===== src/rtl/fu_issue_arb_pkg.sv =====
// fu_arb_pkg: shared widths, counter width and issue packet for the FU issue arbiter
package fu_arb_pkg;
  localparam int INST_ID_BITS = 6;
  localparam int PRN_BITS = 6;
  localparam int MAX_OPERANDS = 3;
  localparam int PERF_CNT_W = 32;
  typedef struct packed {
    logic [INST_ID_BITS-1:0] inst_id;
    logic [31:0] inst;
    logic [MAX_OPERANDS-1:0][63:0] op;
    logic [MAX_OPERANDS-1:0][PRN_BITS-1:0] out_prn;
    logic [63:0] pc;
  } issue_pkt_t;
endpackage


===== src/rtl/fu_issue_arb_if.sv =====
// fu_issue_arb_if: requester ports, FU control side and squash; perf ports with FU_ISSUE_ARB_PERF_EN
import fu_arb_pkg::*;
interface fu_issue_arb_if #(parameter int NUM_REQ = 4);
  localparam int IDX_W = $clog2(NUM_REQ);
  logic flush;
  logic [NUM_REQ-1:0] req_valid;
  logic [NUM_REQ-1:0] req_ready;
  logic [INST_ID_BITS-1:0] req_inst_id [NUM_REQ];
  logic [31:0] req_inst [NUM_REQ];
  logic [63:0] req_op [NUM_REQ][MAX_OPERANDS];
  logic [PRN_BITS-1:0] req_out_prn [NUM_REQ][MAX_OPERANDS];
  logic [63:0] req_pc [NUM_REQ];
  logic [INST_ID_BITS-1:0] inst_id;
  logic [31:0] inst;
  logic [63:0] op [MAX_OPERANDS];
  logic [PRN_BITS-1:0] out_prn [MAX_OPERANDS];
  logic [63:0] pc;
  logic inst_valid;
  logic fu_ready;
  logic [IDX_W-1:0] grant_idx;
`ifdef FU_ISSUE_ARB_PERF_EN
  logic [PERF_CNT_W-1:0] perf_grants [NUM_REQ];
  logic [PERF_CNT_W-1:0] perf_stall;
`endif
  modport master (
`ifdef FU_ISSUE_ARB_PERF_EN
    output perf_grants, perf_stall,
`endif
    output req_ready, inst_id, inst, op, out_prn, pc, inst_valid, grant_idx,
    input flush, req_valid, req_inst_id, req_inst, req_op, req_out_prn, req_pc, fu_ready
  );
  modport slave (
`ifdef FU_ISSUE_ARB_PERF_EN
    input perf_grants, perf_stall,
`endif
    input req_ready, inst_id, inst, op, out_prn, pc, inst_valid, grant_idx,
    output flush, req_valid, req_inst_id, req_inst, req_op, req_out_prn, req_pc, fu_ready
  );
endinterface


===== src/rtl/fu_issue_arb_rr_arbiter.sv =====
// rr_arbiter: combinational round-robin pick, scanning upward from rr_ptr modulo NUM_REQ
module rr_arbiter #(
  parameter int NUM_REQ = 4,
  localparam int IDX_W = $clog2(NUM_REQ)
) (
  input  logic [NUM_REQ-1:0] req,
  input  logic [IDX_W-1:0]   rr_ptr,
  input  logic               en,
  output logic [NUM_REQ-1:0] gnt,
  output logic [IDX_W-1:0]   gnt_idx
);
  logic found;
  logic [IDX_W-1:0] j;
  always_comb begin
    gnt = '0;
    gnt_idx = '0;
    found = 1'b0;
    j = '0;
    for (int k = 0; k < NUM_REQ; k++) begin
      j = IDX_W'((int'(rr_ptr) + k) % NUM_REQ);
      if (en && !found && req[j]) begin
        found = 1'b1;
        gnt[j] = 1'b1;
        gnt_idx = j;
      end
    end
  end
endmodule


===== src/rtl/fu_issue_arb.sv =====
// fu_issue_arb: round-robin issue of NUM_REQ requesters into one FU issue register.
// Define FU_ISSUE_ARB_PERF_EN to add saturating per-requester grant and stall counters.
import fu_arb_pkg::*;
module fu_issue_arb #(parameter int NUM_REQ = 4) (
  input logic clk,
  input logic rst,
  fu_issue_arb_if.master bus
);
  localparam int IDX_W = $clog2(NUM_REQ);
  logic slot_valid;
  logic load_en;
  logic [IDX_W-1:0] rr_ptr, win, grant_q;
  logic [NUM_REQ-1:0] gnt;
  issue_pkt_t pkt_q, pkt_d;
  // Reset gates the grant so no requester sees a handshake while rst is high
  assign load_en = !rst && !bus.flush && (!slot_valid || bus.fu_ready);
  rr_arbiter #(.NUM_REQ(NUM_REQ)) u_arb (
    .req(bus.req_valid),
    .rr_ptr(rr_ptr),
    .en(load_en),
    .gnt(gnt),
    .gnt_idx(win)
  );
  assign bus.req_ready = gnt;
  always_comb begin
    pkt_d.inst_id = bus.req_inst_id[win];
    pkt_d.inst = bus.req_inst[win];
    pkt_d.pc = bus.req_pc[win];
    for (int k = 0; k < MAX_OPERANDS; k++) begin
      pkt_d.op[k] = bus.req_op[win][k];
      pkt_d.out_prn[k] = bus.req_out_prn[win][k];
    end
  end
  always_ff @(posedge clk) begin
    if (rst) begin
      slot_valid <= 1'b0;
      rr_ptr <= '0;
      grant_q <= '0;
      pkt_q <= '0;
    end else if (bus.flush) begin
      slot_valid <= 1'b0;
    end else if (|gnt) begin
      slot_valid <= 1'b1;
      pkt_q <= pkt_d;
      grant_q <= win;
      rr_ptr <= (win == IDX_W'(NUM_REQ - 1)) ? '0 : win + 1'b1;
    end else if (bus.fu_ready) begin
      slot_valid <= 1'b0;
    end
  end
  assign bus.inst_valid = slot_valid;
  assign bus.inst_id = pkt_q.inst_id;
  assign bus.inst = pkt_q.inst;
  assign bus.pc = pkt_q.pc;
  assign bus.grant_idx = grant_q;
  always_comb begin
    for (int k = 0; k < MAX_OPERANDS; k++) begin
      bus.op[k] = pkt_q.op[k];
      bus.out_prn[k] = pkt_q.out_prn[k];
    end
  end
`ifdef FU_ISSUE_ARB_PERF_EN
  // Counters survive flush; only rst clears them
  always_ff @(posedge clk) begin
    if (rst) begin
      for (int i = 0; i < NUM_REQ; i++) bus.perf_grants[i] <= '0;
      bus.perf_stall <= '0;
    end else begin
      for (int i = 0; i < NUM_REQ; i++)
        if (gnt[i] && bus.perf_grants[i] != '1) bus.perf_grants[i] <= bus.perf_grants[i] + 1'b1;
      if (slot_valid && !bus.fu_ready && bus.perf_stall != '1) bus.perf_stall <= bus.perf_stall + 1'b1;
    end
  end
`endif
endmodule


===== src/flat_wrapper.sv =====
// flat-port wrapper written by rule: the top's interface ports become plain ports
module fu_issue_arb_flat 
#(parameter int NUM_REQ = 4)
  (clk, rst, bus_req_ready, bus_inst_id, bus_inst, bus_op, bus_out_prn, bus_pc, bus_inst_valid, bus_grant_idx, bus_flush, bus_req_valid, bus_req_inst_id, bus_req_inst, bus_req_op, bus_req_out_prn, bus_req_pc, bus_fu_ready);
  fu_issue_arb_if #(.NUM_REQ(NUM_REQ)) bus_i ();
  input logic clk;
  input logic rst;
  output wire logic [$bits(bus_i.req_ready)-1:0] bus_req_ready;
  output wire logic [$bits(bus_i.inst_id)-1:0] bus_inst_id;
  output wire logic [$bits(bus_i.inst)-1:0] bus_inst;
  output wire logic [$bits(bus_i.op)-1:0] bus_op;
  output wire logic [$bits(bus_i.out_prn)-1:0] bus_out_prn;
  output wire logic [$bits(bus_i.pc)-1:0] bus_pc;
  output wire logic [$bits(bus_i.inst_valid)-1:0] bus_inst_valid;
  output wire logic [$bits(bus_i.grant_idx)-1:0] bus_grant_idx;
  input wire logic [$bits(bus_i.flush)-1:0] bus_flush;
  input wire logic [$bits(bus_i.req_valid)-1:0] bus_req_valid;
  input wire logic [$bits(bus_i.req_inst_id)-1:0] bus_req_inst_id;
  input wire logic [$bits(bus_i.req_inst)-1:0] bus_req_inst;
  input wire logic [$bits(bus_i.req_op)-1:0] bus_req_op;
  input wire logic [$bits(bus_i.req_out_prn)-1:0] bus_req_out_prn;
  input wire logic [$bits(bus_i.req_pc)-1:0] bus_req_pc;
  input wire logic [$bits(bus_i.fu_ready)-1:0] bus_fu_ready;
  assign bus_req_ready = bus_i.req_ready;
  assign bus_inst_id = bus_i.inst_id;
  assign bus_inst = bus_i.inst;
  assign bus_op = {>>{bus_i.op}};
  assign bus_out_prn = {>>{bus_i.out_prn}};
  assign bus_pc = bus_i.pc;
  assign bus_inst_valid = bus_i.inst_valid;
  assign bus_grant_idx = bus_i.grant_idx;
  assign bus_i.flush = bus_flush;
  assign bus_i.req_valid = bus_req_valid;
  assign bus_i.req_inst_id = {>>{bus_req_inst_id}};
  assign bus_i.req_inst = {>>{bus_req_inst}};
  assign bus_i.req_op = {>>{bus_req_op}};
  assign bus_i.req_out_prn = {>>{bus_req_out_prn}};
  assign bus_i.req_pc = {>>{bus_req_pc}};
  assign bus_i.fu_ready = bus_fu_ready;
  fu_issue_arb #(.NUM_REQ(NUM_REQ)) u_core (.clk(clk), .rst(rst), .bus(bus_i));
endmodule

===== config.mk =====
export PLATFORM = sky130hd
export DESIGN_NAME = fu_issue_arb_flat
export DESIGN_NICKNAME = d
export VERILOG_FILES = /design/src/rtl/fu_issue_arb_pkg.sv /design/src/rtl/fu_issue_arb_if.sv /design/src/rtl/fu_issue_arb_rr_arbiter.sv /design/src/rtl/fu_issue_arb.sv /design/src/flat_wrapper.sv
export SDC_FILE = /design/constraint.sdc
export NUM_CORES = 1
export LEC_CHECK = 0
export ABC_CLOCK_PERIOD_IN_PS = 2800
export CORE_AREA = 2 2 614 616
export DETAILED_ROUTE_END_ITERATION = 8
export DIE_AREA = 0 0 616 618
export GPL_TIMING_DRIVEN = 0
export MAX_ROUTING_LAYER = met4
export PLACE_DENSITY = 0.3
export SKIP_LAST_GASP = 1
export SYNTH_ARGS = -nofsm -noshare
export SYNTH_HDL_FRONTEND = slang
export SYNTH_SLANG_ARGS = --single-unit

===== constraint.sdc =====
create_clock -name clk -period 2.8 [get_ports clk]
set_input_delay 0.28 -clock clk [delete_from_list [all_inputs] [get_ports clk]]
set_output_delay 0.28 -clock clk [all_outputs]
set_load 0.01 [all_outputs]

==> flow_metrics.tcl <==
set metrics [dict create \
    status "complete, but fails checks" \
    violations "setup timing" \
    clock_path_buffers 3 \
    syn_nets 4288 \
    wl_um 361000 \
    slew_viol_final 0 \
    route.detailed.drc 0 \
    post-route-period-util_pct 122 \
    h-tree-depth 2 \
    io_buffers 1574 \
    grt_antenna_before_repair 243 \
    first_pass_iters 5 \
    skew_ps 31.5 \
    hold_class "in -> reg" \
    synth-edff-count 0 \
    die_x_um 616 \
    num_rows 225 \
    drt_iter0_drc 2543 \
    ys_ff_latch 317 \
    cp_max_fo 4 \
    rsz0062_at_grt "yes" \
    worst_setup_path_end_kind "flip-flop" \
    grt_pass1_vias 35900 \
    path_class "reg -> reg" \
    seq_area_frac_synth_pct 26.2 \
    cts-root-buf "clkbuf_16" \
    overflow 0 \
    synth_top_area_share_pct 26.2 \
    ant_nets 0 \
    dp_hpwl_um 303000 \
    syn_area_sq_um 24200 \
    hold_buffers 0 \
    cts_tree "yes" \
    synth_most_common_cell "inv_1" \
    cap_viol_max_count 0 \
    setup_viol 321 \
    async_flop_share_pct 0 \
    gp_congestion 0.929 \
    yosysWarnings 0 \
    synth_cells 3024 \
    synth.area.top_cells "dfxtp_1, o211a_1, a221oi_1" \
    start_util_pct 6.48 \
    p_per_area_nw_per_um2 486 \
    ys_types 47 \
    slew_headroom_pct 19.1 \
    grt_max_degree 15 \
    synthFlopType "dfxtp_1" \
    drive_above_1_share_pct 20.6 \
    clk_pin_slew_ps 70 \
    critPathArrivalTime_ps 4020 \
    tightest_slew_ps 1210 \
    numCtsBuffers 54 \
    synth_top_area_cell "dfxtp_1" \
    fin_crit_ps 3430 \
    area.growth.synth_to_final_pct 138 \
    cp.required_ps 3390 \
    fp.dieH_um 618 \
    vdd_drop_max_mv 0.454 \
    io-pin-count 1575 \
    viasPerCell 3.56 \
    cp-start-kind "flip-flop" \
    avgSynthCellArea_sq_um 8.01 \
    wire_per_inst_um 36.1 \
    place_ws_ps -3880 \
    synth_common_cells "inv_1, dfxtp_1, clkbuf_1" \
    insertion_delay_ps 730 \
    fmax_mhz 292 \
    leakage_nw 21.7 \
    nets 6093 \
    grt_pass1_wl_um 434000 \
    grt_usage_pct 18.4 \
    fin_ws_ps -628 \
    die-area_sq_um 381000 \
    num_vias 35600 \
    coreArea_sq_um 374000 \
    hold_viol_final 0 \
    tns_ps -122470 \
    numClockSinks 317 \
]
==> state kept, by name (all words and copies together), names as in the netlist <==
register,flops
u_core.bus.op,192
u_core.bus.pc,64
u_core.bus.out_prn,18
u_core.bus.grant_idx,2
u_core.bus.inst_valid,1
u_core.bus.inst,32
u_core.bus.inst_id,6
u_core.rr_ptr,2
==> routing by layer <==
metal,wire length (um),up-vias,global-route usage (%)
met4,8350,0,3.52
met3,31500,346,6.33
li1,-,15600,-
met5,0,-,-
met2,181000,1747,31.9
met1,141000,17900,20.2
==> cells in the final DEF (no fill, tap or decap), types with 95 or more instances in the layout <==
| cell type | count |
|---|---|
| diode_2 | 133 |
| a221oi_4 | 128 |
| o211ai_1 | 313 |
| o32ai_2 | 95 |
| clkbuf_1 | 102 |
| and3_1 | 312 |
| dfxtp_1 | 315 |
| a221oi_2 | 105 |
| o211a_1 | 282 |
| clkdlybuf4s50_1 | 1570 |
| inv_1 | 627 |
| clkbuf_16 | 101 |
| o32ai_1 | 206 |
==> power breakdown <==
part / switching, mW / internal [mW] / total [mW]
logic: 8.00 / 6.96 / 15.0
clock network: 3.14 / 4.16 / 7.29
registers: 0.598 / 5.25 / 5.85
==> stage by stage <==
step                utilization, %  hold slack [ps]  total power, mW  std cells  instance area [sq um]
detailed placement            12.4              446             16.9       9595                  46400
CTS                           14.2              178             26.8       9788                  53000
floorplan                        -              345             9.55       3024                  24300
global placement              12.4              441             16.9       9592                  46300
finish                        15.4              277             28.1       9998                  57800
global route                  15.4              233             29.1       9984                  57700
==> critical path, stage by stage, from the launching register on <==
cell	delay (ps)
dfxtp_4	350
buf_8	100
clkinvlp_4	100
ha_4	310
mux2_4	310
a32oi_2	200
nand2_4	100
buf_12	160
clkbuf_16	150
buf_16	140
buf_8	120
o211ai_1	820
o211a_1	290
o32ai_1	90
==> cell families (layout without fill, tap and decap cells) <==
kind of cell,count (synthesis),in the layout,synth area share (%)
buffers and inverters,1054,2901,17.8
xor gates and xnor gates,1,1,0.0361
AOI/OAI and AO/OA,1287,1287,46.4
and+or+nand+nor,351,351,8.87
DFF,317,317,26.2
adders and majority gates,8,8,0.413
other,0,133,0
muxes,6,6,0.367
==> area by class of cell <==
cell class,instances,area [sq um]
clock inverter,21,204
clock buffer,77,1580
fill,42100,316000
timing repair buffer,1759,18700
inverter,629,2370
multi-input combinational,1653,17800
buffer,415,4190
sequential,317,6350
tap,4994,6250
antenna,133,333
==> worst paths after layout <==
path,startpoint,to,slack [ps],cells past startpoint
setup reg to reg,u_core.rr_ptr[1],u_core.bus.inst[30],-630,13
hold / removal,bus_req_inst[110],u_core.bus.inst[14],280,4
hold reg to reg,u_core.bus.op[114],u_core.bus.op[114],460,2
setup / recovery,u_core.rr_ptr[1],u_core.bus.inst[30],-630,13
==> repair_timing <==
item / 4_1_cts / 5_1_grt
pin swaps: 150 / 143
resized for setup: 794 / 761
gates cloned: 25 / 27
buffers inserted: 72 / 65
endpoints found under the hold margin: 0 / 0
setup endpoints to repair: 321 / 321
Power figures use the tool's default switching activity.
